`src/rtl/sort_ctrl_pkg.sv`:
```
// Shared definitions for the sort job controller: FSM state encoding and
// the pad-word selection for short jobs.
package sort_ctrl_pkg;

  typedef enum logic [2:0] {
    ST_IDLE  = 3'd0,
    ST_LOAD  = 3'd1,
    ST_FIRE  = 3'd2,
    ST_WAIT  = 3'd3,
    ST_DRAIN = 3'd4
  } state_t;

  // Pad bit that makes unused slots sort to the tail: ones when ascending,
  // zeros when descending (unsigned compare).
  function automatic logic pad_bit(input string com_style);
    return (com_style == "DOWN") ? 1'b0 : 1'b1;
  endfunction

endpackage

```
`src/rtl/sort_timeout_cnt.sv`:
```
// Watchdog counter for the sorter round trip. Held at zero while cleared,
// counts while enabled, and flags expiry on the last allowed cycle so the
// parent can register its error pulse at exactly TIMEOUT cycles.
module sort_timeout_cnt #(
  parameter int TIMEOUT = 64
) (
  input  logic clk,
  input  logic rst,
  input  logic i_clear,
  input  logic i_en,
  output logic o_expire
);

  localparam int CW = $clog2(TIMEOUT + 1);
  localparam logic [CW-1:0] L_LAST = CW'(TIMEOUT - 1);

  logic [CW-1:0] r_cnt;

  // Count cycles since launch; saturate so a stuck enable cannot wrap.
  // NOTE: sequential state uses non-blocking (<=) so every register samples
  // pre-edge values; blocking here would create order-dependent races.
  always_ff @(posedge clk or posedge rst) begin
    if (rst) begin
      r_cnt <= '0;
    end else if (i_clear) begin
      r_cnt <= '0;
    end else if (i_en && (r_cnt != L_LAST)) begin
      r_cnt <= r_cnt + 1'b1;
    end
  end

  assign o_expire = i_en && (r_cnt == L_LAST);

endmodule

```
`src/rtl/sort_job_ctrl.sv`:
```
// Sort job controller: gathers a serial burst into a parallel sorter word,
// launches the external sorter, waits (with timeout) for its result, then
// streams back only the loaded number of words. All outputs are registers.
module sort_job_ctrl
  import sort_ctrl_pkg::*;
#(
  parameter int    DATA_WIDTH = 32,
  parameter int    DATA_CNT   = 8,
  parameter string COM_STYLE  = "UP",
  parameter int    TIMEOUT    = 64
) (
  input  logic                           clk,
  input  logic                           rst,
  input  logic                           s_valid,
  output logic                           s_ready,
  input  logic [DATA_WIDTH-1:0]          s_data,
  input  logic                           s_last,
  output logic                           m_valid,
  input  logic                           m_ready,
  output logic [DATA_WIDTH-1:0]          m_data,
  output logic                           m_last,
  output logic                           srt_wr_en,
  output logic [DATA_WIDTH*DATA_CNT-1:0] srt_wr_data,
  input  logic                           srt_cmp_en,
  input  logic [DATA_WIDTH*DATA_CNT-1:0] srt_cmp_data,
  output logic                           busy,
  output logic                           err_timeout,
  output logic [15:0]                    job_cnt
);

  localparam int IDX_W = (DATA_CNT > 1) ? $clog2(DATA_CNT) : 1;
  localparam int CNT_W = IDX_W + 1;
  localparam logic [CNT_W-1:0]      L_LAST_SLOT = CNT_W'(DATA_CNT - 1);
  localparam logic [DATA_WIDTH-1:0] L_PAD       = {DATA_WIDTH{pad_bit(COM_STYLE)}};

  state_t                                r_state;
  logic                                  r_s_ready;
  logic                                  r_m_valid;
  logic                                  r_m_last;
  logic [DATA_WIDTH-1:0]                 r_m_data;
  logic                                  r_wr_en;
  logic                                  r_err;
  logic [15:0]                           r_job_cnt;
  logic [CNT_W-1:0]                      r_n;
  logic [IDX_W-1:0]                      r_j;
  logic [DATA_CNT-1:0][DATA_WIDTH-1:0]   r_buf;
  logic [DATA_CNT-1:0][DATA_WIDTH-1:0]   r_res;

  logic             w_s_fire;
  logic             w_m_fire;
  logic             w_last_beat;
  logic             w_cnt_clear;
  logic             w_expire;
  logic [IDX_W-1:0] w_j_next;
  logic             w_j_next_last;

  assign w_s_fire      = s_valid && r_s_ready;
  assign w_m_fire      = r_m_valid && m_ready;
  // r_n is zero in IDLE, so this also covers a one-slot sorter on beat one.
  assign w_last_beat   = s_last || (r_n == L_LAST_SLOT);
  assign w_cnt_clear   = (r_state != ST_FIRE) && (r_state != ST_WAIT);
  assign w_j_next      = r_j + 1'b1;
  assign w_j_next_last = ({1'b0, w_j_next} == (r_n - 1'b1));

  sort_timeout_cnt #(
    .TIMEOUT (TIMEOUT)
  ) u_timeout (
    .clk      (clk),
    .rst      (rst),
    .i_clear  (w_cnt_clear),
    .i_en     (!w_cnt_clear),
    .o_expire (w_expire)
  );

  // Job sequencing: load, launch, wait/timeout, drain; all outputs registered.
  always_ff @(posedge clk or posedge rst) begin
    if (rst) begin
      r_state   <= ST_IDLE;
      r_s_ready <= 1'b0;
      r_m_valid <= 1'b0;
      r_m_last  <= 1'b0;
      r_m_data  <= '0;
      r_wr_en   <= 1'b0;
      r_err     <= 1'b0;
      r_job_cnt <= '0;
      r_n       <= '0;
      r_j       <= '0;
    end else begin
      r_wr_en <= 1'b0;
      r_err   <= 1'b0;
      case (r_state)
        ST_IDLE, ST_LOAD: begin
          r_s_ready <= 1'b1;
          if (w_s_fire) begin
            r_n <= r_n + 1'b1;
            if (w_last_beat) begin
              r_state   <= ST_FIRE;
              r_s_ready <= 1'b0;
              r_wr_en   <= 1'b1;
            end else begin
              r_state <= ST_LOAD;
            end
          end
        end
        ST_FIRE: begin
          r_state <= ST_WAIT;
        end
        ST_WAIT: begin
          if (srt_cmp_en) begin
            r_state   <= ST_DRAIN;
            r_m_valid <= 1'b1;
            r_m_data  <= srt_cmp_data[DATA_WIDTH-1:0];
            r_m_last  <= (r_n == CNT_W'(1));
            r_j       <= '0;
          end else if (w_expire) begin
            r_state   <= ST_IDLE;
            r_err     <= 1'b1;
            r_n       <= '0;
            r_s_ready <= 1'b1;
          end
        end
        ST_DRAIN: begin
          if (w_m_fire) begin
            if (r_m_last) begin
              r_state   <= ST_IDLE;
              r_m_valid <= 1'b0;
              r_m_last  <= 1'b0;
              r_job_cnt <= r_job_cnt + 16'd1;
              r_n       <= '0;
              r_s_ready <= 1'b1;
            end else begin
              r_j      <= w_j_next;
              r_m_data <= r_res[w_j_next];
              r_m_last <= w_j_next_last;
            end
          end
        end
        default: begin
          r_state <= ST_IDLE;
        end
      endcase
    end
  end

  // Load and result buffers. The first beat pre-fills every other slot with
  // the pad word so a short job needs no separate padding step.
  // NOTE: data buffers carry no reset; control state alone decides whether
  // their contents are ever used, so resetting them would only add fan-out.
  always_ff @(posedge clk) begin
    if (w_s_fire) begin
      if (r_state == ST_IDLE) begin
        r_buf    <= {DATA_CNT{L_PAD}};
        r_buf[0] <= s_data;
      end else begin
        r_buf[r_n[IDX_W-1:0]] <= s_data;
      end
    end
    if ((r_state == ST_WAIT) && srt_cmp_en) begin
      r_res <= srt_cmp_data;
    end
  end

  assign s_ready     = r_s_ready;
  assign m_valid     = r_m_valid;
  assign m_data      = r_m_data;
  assign m_last      = r_m_last;
  assign srt_wr_en   = r_wr_en;
  assign srt_wr_data = r_buf;
  assign busy        = (r_state != ST_IDLE);
  assign err_timeout = r_err;
  assign job_cnt     = r_job_cnt;

endmodule
```
`config.mk`:
```
export PLATFORM = sky130hd
export DESIGN_NAME = sort_job_ctrl
export DESIGN_NICKNAME = d
export VERILOG_FILES = /design/src/rtl/sort_ctrl_pkg.sv /design/src/rtl/sort_timeout_cnt.sv /design/src/rtl/sort_job_ctrl.sv
export SDC_FILE = /design/constraint.sdc
export NUM_CORES = 1
export LEC_CHECK = 0
export BUFFER_PORTS_ARGS = -buffer_cell sky130_fd_sc_hd__clkbuf_2
export CAP_MARGIN = 15
export CORE_ASPECT_RATIO = 0.7
export CORE_MARGIN = 8
export CORE_UTILIZATION = 25
export DETAILED_ROUTE_END_ITERATION = 12
export GPL_TIMING_DRIVEN = 0
export PLACE_DENSITY = 0.46
export SYNTH_ARGS = -nofsm -noshare
export SYNTH_HDL_FRONTEND = slang
export SYNTH_SLANG_ARGS = --single-unit
```
`constraint.sdc`:
```
create_clock -name clk -period 10.5 [get_ports clk]
set_input_delay 1.575 -clock clk [delete_from_list [all_inputs] [get_ports clk]]
set_output_delay 1.575 -clock clk [all_outputs]
set_load 0.01 [all_outputs]
```
# Word level (Yosys, flattened, before mapping)
# Cells that the tools add are included.
# totals
output_inout_bits	310
elab_cells	126
register_bits	582
# classes
eq_ne	19
muxes	50
order_cmp	3
n_addsub	5
reduce_logical	22
# op_table
op	n
bitwise mux 256 bit	1
2-to-1 mux 32 bit	6
binary-select mux 32 bit (select 3 bit)	1
demux 32 bit (select 3 bit)	1
one-hot mux 32 bit (2 select lines)	1
2-to-1 mux 3 bit	8
2-to-1 mux 4 bit	5
2-to-1 mux 1 bit	18
adder 16 x 1 -> 16 bit, second input constant	1
2-to-1 mux 7 bit	2
!= test 2 bit, second input constant	6
one-hot mux 3 bit (4 select lines)	1
one-hot mux 4 bit (3 select lines)	1
AND reduction 4 bit	3
!= test 3 x 2 -> 1 bit, second input constant	3
< comparator 3 x 4 -> 1 bit, second input constant	2
adder 7 x 1 -> 7 bit, second input constant	1
equality test 7 x 6 -> 1 bit, second input constant	1
logical AND 1 bit	7
!= test 7 x 6 -> 1 bit, second input constant	1
equality test 3 x 2 -> 1 bit, second input constant	2
one-hot mux 3 bit (2 select lines)	1
AND reduction 3 bit	2
AND reduction 6 bit	1
other kinds (20)	23

# Depth between registers and ports, before layout
# Gate-level depths: netlist (run 1).
# logic_depth
word_depth	7
ltp_mapped	8
mapped_depth_nobuf	6

# Hierarchy
# A second synthesis (run 1) with hierarchy kept.
# hier_totals
hier_cells	1793
area_unflattened_um2	24029.3
# modules_own_cells
module	cells_each	area_per_inst_um2	seq_area_each_um2	n_inst
sort_job_ctrl	1754	23621.4	16951.3	1
sort_timeout_cnt	39	407.9	175.2	1

# Worst setup path after synthesis (run 1)
# OpenSTA, ideal clock, no wires.
# synth_timing
path_kind	input to register
startpoint	input srt_cmp_en
endpoint	register r_m_data[24], in the netlist m_data[24]
stages	6
arrival_ns	9.834
setup_ns	0.083
path_slack_ns	0.583
n_path_buf	2
path_cell_list	and4b_1 -> clkbuf_1 -> clkbuf_1 -> and3_1 -> a21oi_1 -> o21ai_0
# synth_between
elab_chain_len	2
# synth_rtl
item	line	source
from (decl)	sort_job_ctrl.sv:24	input logic srt_cmp_en,
!= test 2 bit (no line)	--	
AND reduction 4 bit (no line)	--	
to (signal assigned)	sort_job_ctrl.sv:112	r_m_data <= srt_cmp_data[DATA_WIDTH-1:0];
to (signal assigned)	sort_job_ctrl.sv:133	r_m_data <= r_res[w_j_next];
to (decl)	sort_job_ctrl.sv:40	logic [DATA_WIDTH-1:0] r_m_data;
# No other way between the ends.
# A chain may end at the register's enable or synchronous reset.

# Worst setup path after layout (run 1)
# layout_timing
startpoint	register r_state[1]
endpoint	output busy
# layout_between
elab_chain_len	1
# layout_rtl
item	line	source
from (decl)	sort_job_ctrl.sv:36	state_t r_state;
from (signal assigned)	sort_job_ctrl.sv:78	r_state <= ST_IDLE;
from (signal assigned)	sort_job_ctrl.sv:97	r_state <= ST_FIRE;
from (signal assigned)	sort_job_ctrl.sv:101	r_state <= ST_LOAD;
nonzero test 3 bit	sort_job_ctrl.sv:169	assign busy = (r_state != ST_IDLE);
to (decl)	sort_job_ctrl.sv:26	output logic busy,
# No other way between the ends.

==> results of run 1 <==
final timing paths:
path,start,to,slack (ns),cells past startpoint
min in group asynchronous,rst,m_data[5],1.03,2
hold reg to reg,job_cnt[15],job_cnt[15],0.47,1
max in group asynchronous,rst,m_data[28],8.83,3
hold / removal,job_cnt[15],job_cnt[15],0.47,1
setup reg to reg,r_state[1],srt_wr_data[17],7.38,6
setup / recovery,r_state[1],busy,6.21,5
routing by layer:
layer	vias to the layer above	track usage, %	routed length (um)
li1	7813	-	-
met1	8825	20.5	37600
met2	621	27.3	44300
met3	132	4.48	5940
met4	2	4.93	2550
met5	-	0	13
cells by family (layout without fill, tap and decap cells):
group | after synthesis | count (layout)
AND/OR/NAND/NOR | 825 | 825
flip-flops | 582 | 582
buffers and inverters | 161 | 864
multiplexers | 99 | 99
AO/OA/AOI/OAI | 98 | 98
XOR/XNOR | 23 | 23
adder cells (fa/ha/maj) | 6 | 6
other | 0 | 6
through the flow:
step	TNS (ns)	std cells	setup WS [ns]	power (mW)
finish	0	3764	6.21	9.28
global placement	-606.87	3626	-2.63	6.93
detailed placement	0	3635	6.67	6.93
floorplan	0	1794	0.583	5.51
global route	0	3763	6.01	9.80
CTS	0	3757	6.08	9.40
placed cells by master (no fill, tap or decap), drive strengths merged, types with 6 or more instances in the layout:
master | synthesis | routed
nor2b | 35 | 35
edfxtp | 512 | 512
nand2 | 467 | 467
nor2 | 15 | 15
a31oi | 8 | 8
buf | 20 | 30
dfrtp | 70 | 70
nor3 | 13 | 13
inv | 10 | 15
mux2i | 33 | 33
clkbuf | 130 | 789
mux4 | 64 | 64
diode | 0 | 6
o21ai | 37 | 37
a21oi | 40 | 40
xor2 | 9 | 9
bufinv | 0 | 6
xnor2 | 14 | 14
and3 | 35 | 35
clkinv | 1 | 22
nand3 | 235 | 235
ha | 6 | 6
final cells by class:
type | instances | area (um2) | share of cell area [%]
timing repair buffer | 581 | 3070 | 9.89
sequential | 582 | 17100 | 55.3
buffer | 150 | 598 | 1.93
clock inverter | 34 | 410 | 1.32
antenna | 6 | 15.0 | 0.0484
tap | 1261 | 1580 | 5.09
inverter | 11 | 51.3 | 0.166
multi-input combinational | 1051 | 6320 | 20.4
clock buffer | 88 | 1830 | 5.89
report_power, final:
group	internal [mW]	total (mW)	switching [mW]
registers	3.42	3.73	0.311
logic	1.05	3.13	2.08
clock network	1.39	2.42	1.03
total	5.86	9.28	3.42
registers in the layout, indices dropped and copies added, names as in the netlist:
signal,count
srt_wr_en,1
r_j,3
m_last,1
m_valid,1
err_timeout,1
m_data,32
r_n,4
r_state,3
s_ready,1
job_cnt,16
r_res,256
u_timeout.r_cnt,7
srt_wr_data,256
worst register-to-register path, stage by stage, from the launching register on:
cell      delay [ns]
dfrtp_1         0.41
clkbuf_1        0.33
nor3_1          0.16
nor2_1          0.67
clkbuf_1        0.75
nor2_4          0.26
buf_12          0.27
==> impl_results.md, run 1 <==
* Status: complete, no violations
* Initial Util at 25.2%
* Clock Latency Late Sink at 0.64 ns
* # Post-CTS Setup Buffers at 0
* Final ANT Viol Nets at 0
* Unique masters post-synth at 52
* Routability cong. at 0.828
* Hold bufs inserted after CTS at 0
* Peak supply drop at 102 uV
* Dpl hpwl at 67700 um
* Number of vias per cell at 4.62
* Primary FF master, synth: edfxtp_1
* Critical-path cell list: clkbuf_1, nor3_1, inv_2, clkbuf_1, clkbuf_2
* Via count at 17393
* I/O Buffers at 571
* Max_slew headroom at 27.9%
* Floorplan row count at 95
* Post-synth ARST share at 12.0%
* Count leader, synth: edfxtp_1
* Die H at 276 um
* Synth area leaders: edfxtp_1 64%, nand2_1 7.3%, dfrtp_1 7.3%, mux4_2 6.0%, nand3_1 4.9%
* Post-synthesis mux area share at 7.45%
* Synth warn at 0
* CTS tree: done
* Crit-path max cell delay at 0.68 ns
* GRT overflow at 0
* Nets at 2745
* Aggregate routed wire length at 90300 um
* Synthesized cell area at 24100 um2
* Crit path top cell by count: clkbuf_1
* PwrDens at 300 nW/um2
* Register bit count reported by yosys at 582
* CP delay by family, top: buffers and inverters
* Maximum fanout along the worst path at 10
* Final number of hold-violating endpoints at 0
* Cells after synthesis at 1794
* 1st-pass router iterations at 5
* # Max-Cap Violations at 0
* Syn-to-layout area delta at 28.8%
* Period utilization at 40.9%
* Buf/Inv on CP at 4
* Total GRT Usage at 16.3%
* Core Area at 95700 um2
* Final instance area at 31000 um2
* Xor and xnor area share after synthesis at 0.837%
* Placed Area at 28700 um2
* Capturing element type of the critical path: output pin
* # IOs at 604
* Final setup viols at 0
* Largest net degree at the start of global routing at 118
* Die ar. at 107000 um2
* Worst Setup Start Kind: register
* Compound-Gate Fraction of Synth Area at 2.25%
* CTS Sinks at 582
* Die X at 387 um
* Hold Crit Class: register to register
* Cts repair resizes at 0
* Post-synth top area cell: edfxtp_1
* H-tree depth at 3
* Total CTS buffers at 68
* Post-synth EDFFs at 512
* Layout Skew at 0.0165 ns
* Vias in the first global route at 17886
* RSZ-0062 raised after global routing: false
* Reg clk slew, reported paths at 0.06 ns
* Final Hold Slack at 0.472 ns
* Clock buffer depth at 3
* Largest family of logic cells by synthesized area: simple AND/OR/NAND/NOR gates
* Final Max Slew Viols at 0
* LEAKAGE at 12.1 nW
* Syn nets at 2094
* Yosys top cell area share at 63.9%
* Commonest cells post-synth: 512 x edfxtp_1, 467 x nand2_1, 235 x nand3_1
* Tightest Pin Transition at 1.08 ns
* Synth Area in Adders at 0.312%
* Antenna violations before repair at 13
* CP max-delay cell: clkbuf_1
* Arrival @ worst endpoint at 2.72 ns
* WS Path Type: register to output pin
* # fillers at 9594
* Peak Freq at 0.233 GHz
* DRC Markers at 0
* Simple-gate portion of the synthesized area at 15.4%
* Crit path time final at 4.29 ns
* Worst Path Required at 8.93 ns
* Clock root cell: clkbuf_16
* Routed wire length per instance at 24.0 um
* Fin util at 32.4%
* Initial DRC Count at 1446
* Layout cells sized above 1 at 31.1%
* First-pass GRT wire length at 128000 um
* Register area share after synthesis at 71.1%
* Synth Area per Inst at 13.4 um2
No activity file was read; power rests on OpenSTA's default activity.
==> inputs of run 2 (changes only) <==
Clock period 10.5 ns to 4 ns, I/O delays scaled along.
==> run 2 against run 1 <==
  * Critical path depth stayed put
  * Register-to-register slack worse by 6.7 ns
  * Sequential cell count stayed put
  * Total power grew to 2.6 times the previous value
  * Core utilization is 0.090 points higher
  * Combinational power grew to 2.6 times the previous value
  * Non-clock buffer count is 1 higher
  * Setup slack worse by 5.6 ns
  * Via count is 1.2% higher
  * Critical path type unchanged
  * Largest cell class unchanged
==> impl_results.md, run 2 (synthesis gave the netlist of run 1 again) <==
* Status: complete, no violations
* LEAKAGE at 12.1 nW (about the same)
* Final instance area at 31100 um2 (+0.28%)
* Final Max Slew Viols at 0 (unchanged)
* Core Area at 95700 um2 (unchanged)
* Met3 Usage GRT at 4.12% (-0.37 points)
* CTS Sinks at 582 (unchanged)
* Nets at 2745 (unchanged)
* Cts repair resizes at 0 (unchanged)
* Final setup margin at 0.622 ns (-5.58 ns)
* I/O Buffers at 571 (unchanged)
* Worst Setup Start Kind: register
* Placed Area at 28800 um2 (+0.23%)
* Die H at 276 um (unchanged)
* Dpl ws at 0.561 ns (-6.11 ns)
* CP delay by family, top: buffers and inverters
* Crit-path max cell delay at 0.72 ns (+0.04 ns)
* Crit path time final at 3.38 ns
* PwrDens at 787 nW/um2 (+160%)
* Tightest Pin Transition at 1.08 ns (-0.00452 ns)
* Peak supply drop at 374 uV (+270%)
* Routed wire length per instance at 24.4 um (+1.5%)
* HP Start: srt_cmp_data[172]
* Routability cong. at 0.828 (about the same)
* Total GRT Usage at 16.5% (+0.26 points)
* Clock root cell: clkbuf_16
* Max_slew headroom at 28.2% (+0.30 points)
* Arrival @ worst endpoint at 2.78 ns (+0.06 ns)
* Tot Pwr at 24.5 mW (+160%)
* Aggregate routed wire length at 91900 um (+1.7%)
* Floorplan row count at 95 (unchanged)
* Clock Latency Late Sink at 0.63 ns (about the same)
* Setup TNS at 0 ns (unchanged)
* First-pass GRT wire length at 130000 um (+1.2%)
* # IOs at 604 (unchanged)
* Layout cells sized above 1 at 30.9% (-0.14 points)
* CP max-delay cell: clkbuf_1
* CTS tree: done
* Initial DRC Count at 1400 (-3.2%)
* Total CTS buffers at 67 (-1.5%)
* Hold bufs inserted after CTS at 1 (+1)
* Worst Path Required at 3.40 ns (-5.53 ns)
* Most frequent cells in the layout: 571 x clkbuf_2, 512 x edfxtp_1, 466 x nand2_1
* Maximum fanout along the worst path at 10 (unchanged)
* Largest net degree at the start of global routing at 190 (+61%)
* Post-placement cell count at 3636 (+0.028%)
* Fin util at 32.5% (+0.090 points)
* Hold Crit Class: input port to register
* Commonest non-fill, non-tap cell in the layout: clkbuf_2
* Buf/Inv on CP at 4 (unchanged)
* Global route hottest layer: met2
* Peak Freq at 0.296 GHz
* Layout Skew at 0.0212 ns (+0.00471 ns)
* WS Path Type: register to output pin
* Met2 Resource Use GR at 27.3% (+0.079 points)
* Die ar. at 107000 um2 (unchanged)
* Final setup viols at 0 (unchanged)
* Die X at 387 um (unchanged)
* Final number of hold-violating endpoints at 0 (unchanged)
* GRT overflow at 0 (unchanged)
* Crit path top cell by count: clkbuf_1
* Via count at 17609 (+1.2%)
* Worst setup path startpoint: r_state[1]
* # Max-Cap Violations at 0 (unchanged)
* DRC Markers at 0 (unchanged)
* Antenna violations before repair at 9 (-4)
* Syn-to-layout area delta at 29.1%
* Vias in the first global route at 17906 (+0.11%)
* Number of vias per cell at 4.67 (+1.0%)
* # Post-CTS Setup Buffers at 0 (unchanged)
* Capturing element type of the critical path: output pin
* H-tree depth at 3 (unchanged)
* Dpl hpwl at 69400 um (+2.5%)
* Final ANT Viol Nets at 0 (unchanged)
* Clock buffer depth at 3 (unchanged)
* Reg clk slew, reported paths at 0.07 ns (about the same)
* Period utilization at 84.5%
* RSZ-0062 raised after global routing: false
* M1 GR Usage at 21.5% (+0.93 points)
* Final Hold Slack at 0.136 ns (-0.336 ns)
* Initial Util at 25.2% (unchanged)
* Reg-to-Reg Start: r_state[1]
* Layout Cells excl Fill at 3772 (+0.21%)
* 1st-pass router iterations at 7 (+2)
* Critical-path cell list: clkbuf_1, nor3_1, inv_2, clkbuf_1, clkbuf_2
==> run 2: cell count changes in the layout (fill, tap and decap cells not counted), moves of 2 or more <==
cell,delta
buf_12,+4
buf_4,-2
bufinv_16,+2
clkbuf_16,+3
clkbuf_8,-5
clkinv_1,+5
clkinv_2,-3
clkinv_8,-2
clkinvlp_4,+3
diode_2,+6
==> run 2: report_power, final <==
| part | leakage (nW) | switching (mW) | internal, mW | total (mW) |
|---|---|---|---|---|
| Combinational | 5.49 | 5.45 | 2.75 | 8.21 |
| Sequential | 5.56 | 0.854 | 8.98 | 9.83 |
| Clock | 1.08 | 2.66 | 3.76 | 6.42 |
==> run 2: area by class of cell <==
class,count,area (um2)
Antenna cell,12,30.0
Clock buffer,85,1810
Tap cell,1261,1580
Clock inverter,38,438
Buffer,150,616
Multi-Input combinational cell,1051,6340
Inverter,11,47.5
Timing Repair Buffer,582,3100
Sequential cell,582,17100
Fill cell,9587,64600
==> run 2: worst paths after layout <==
kind	endpoint	slack, ns	cells after the start
max	busy	0.62	5
min	r_res[172]	0.14	1
max reg2reg	srt_wr_data[28]	0.69	6
min reg2reg	job_cnt[15]	0.47	1
max in group asynchronous	m_data[30]	2.83	4
min in group asynchronous	srt_wr_en	0.53	3
==> run 2: per-layer routing <==
layer / up-vias / routed length [um]
met4: 0 / 2610
met3: 138 / 5920
met1: 8987 / 38800
met5: - / 0
met2: 654 / 44500
li1: 7830 / -
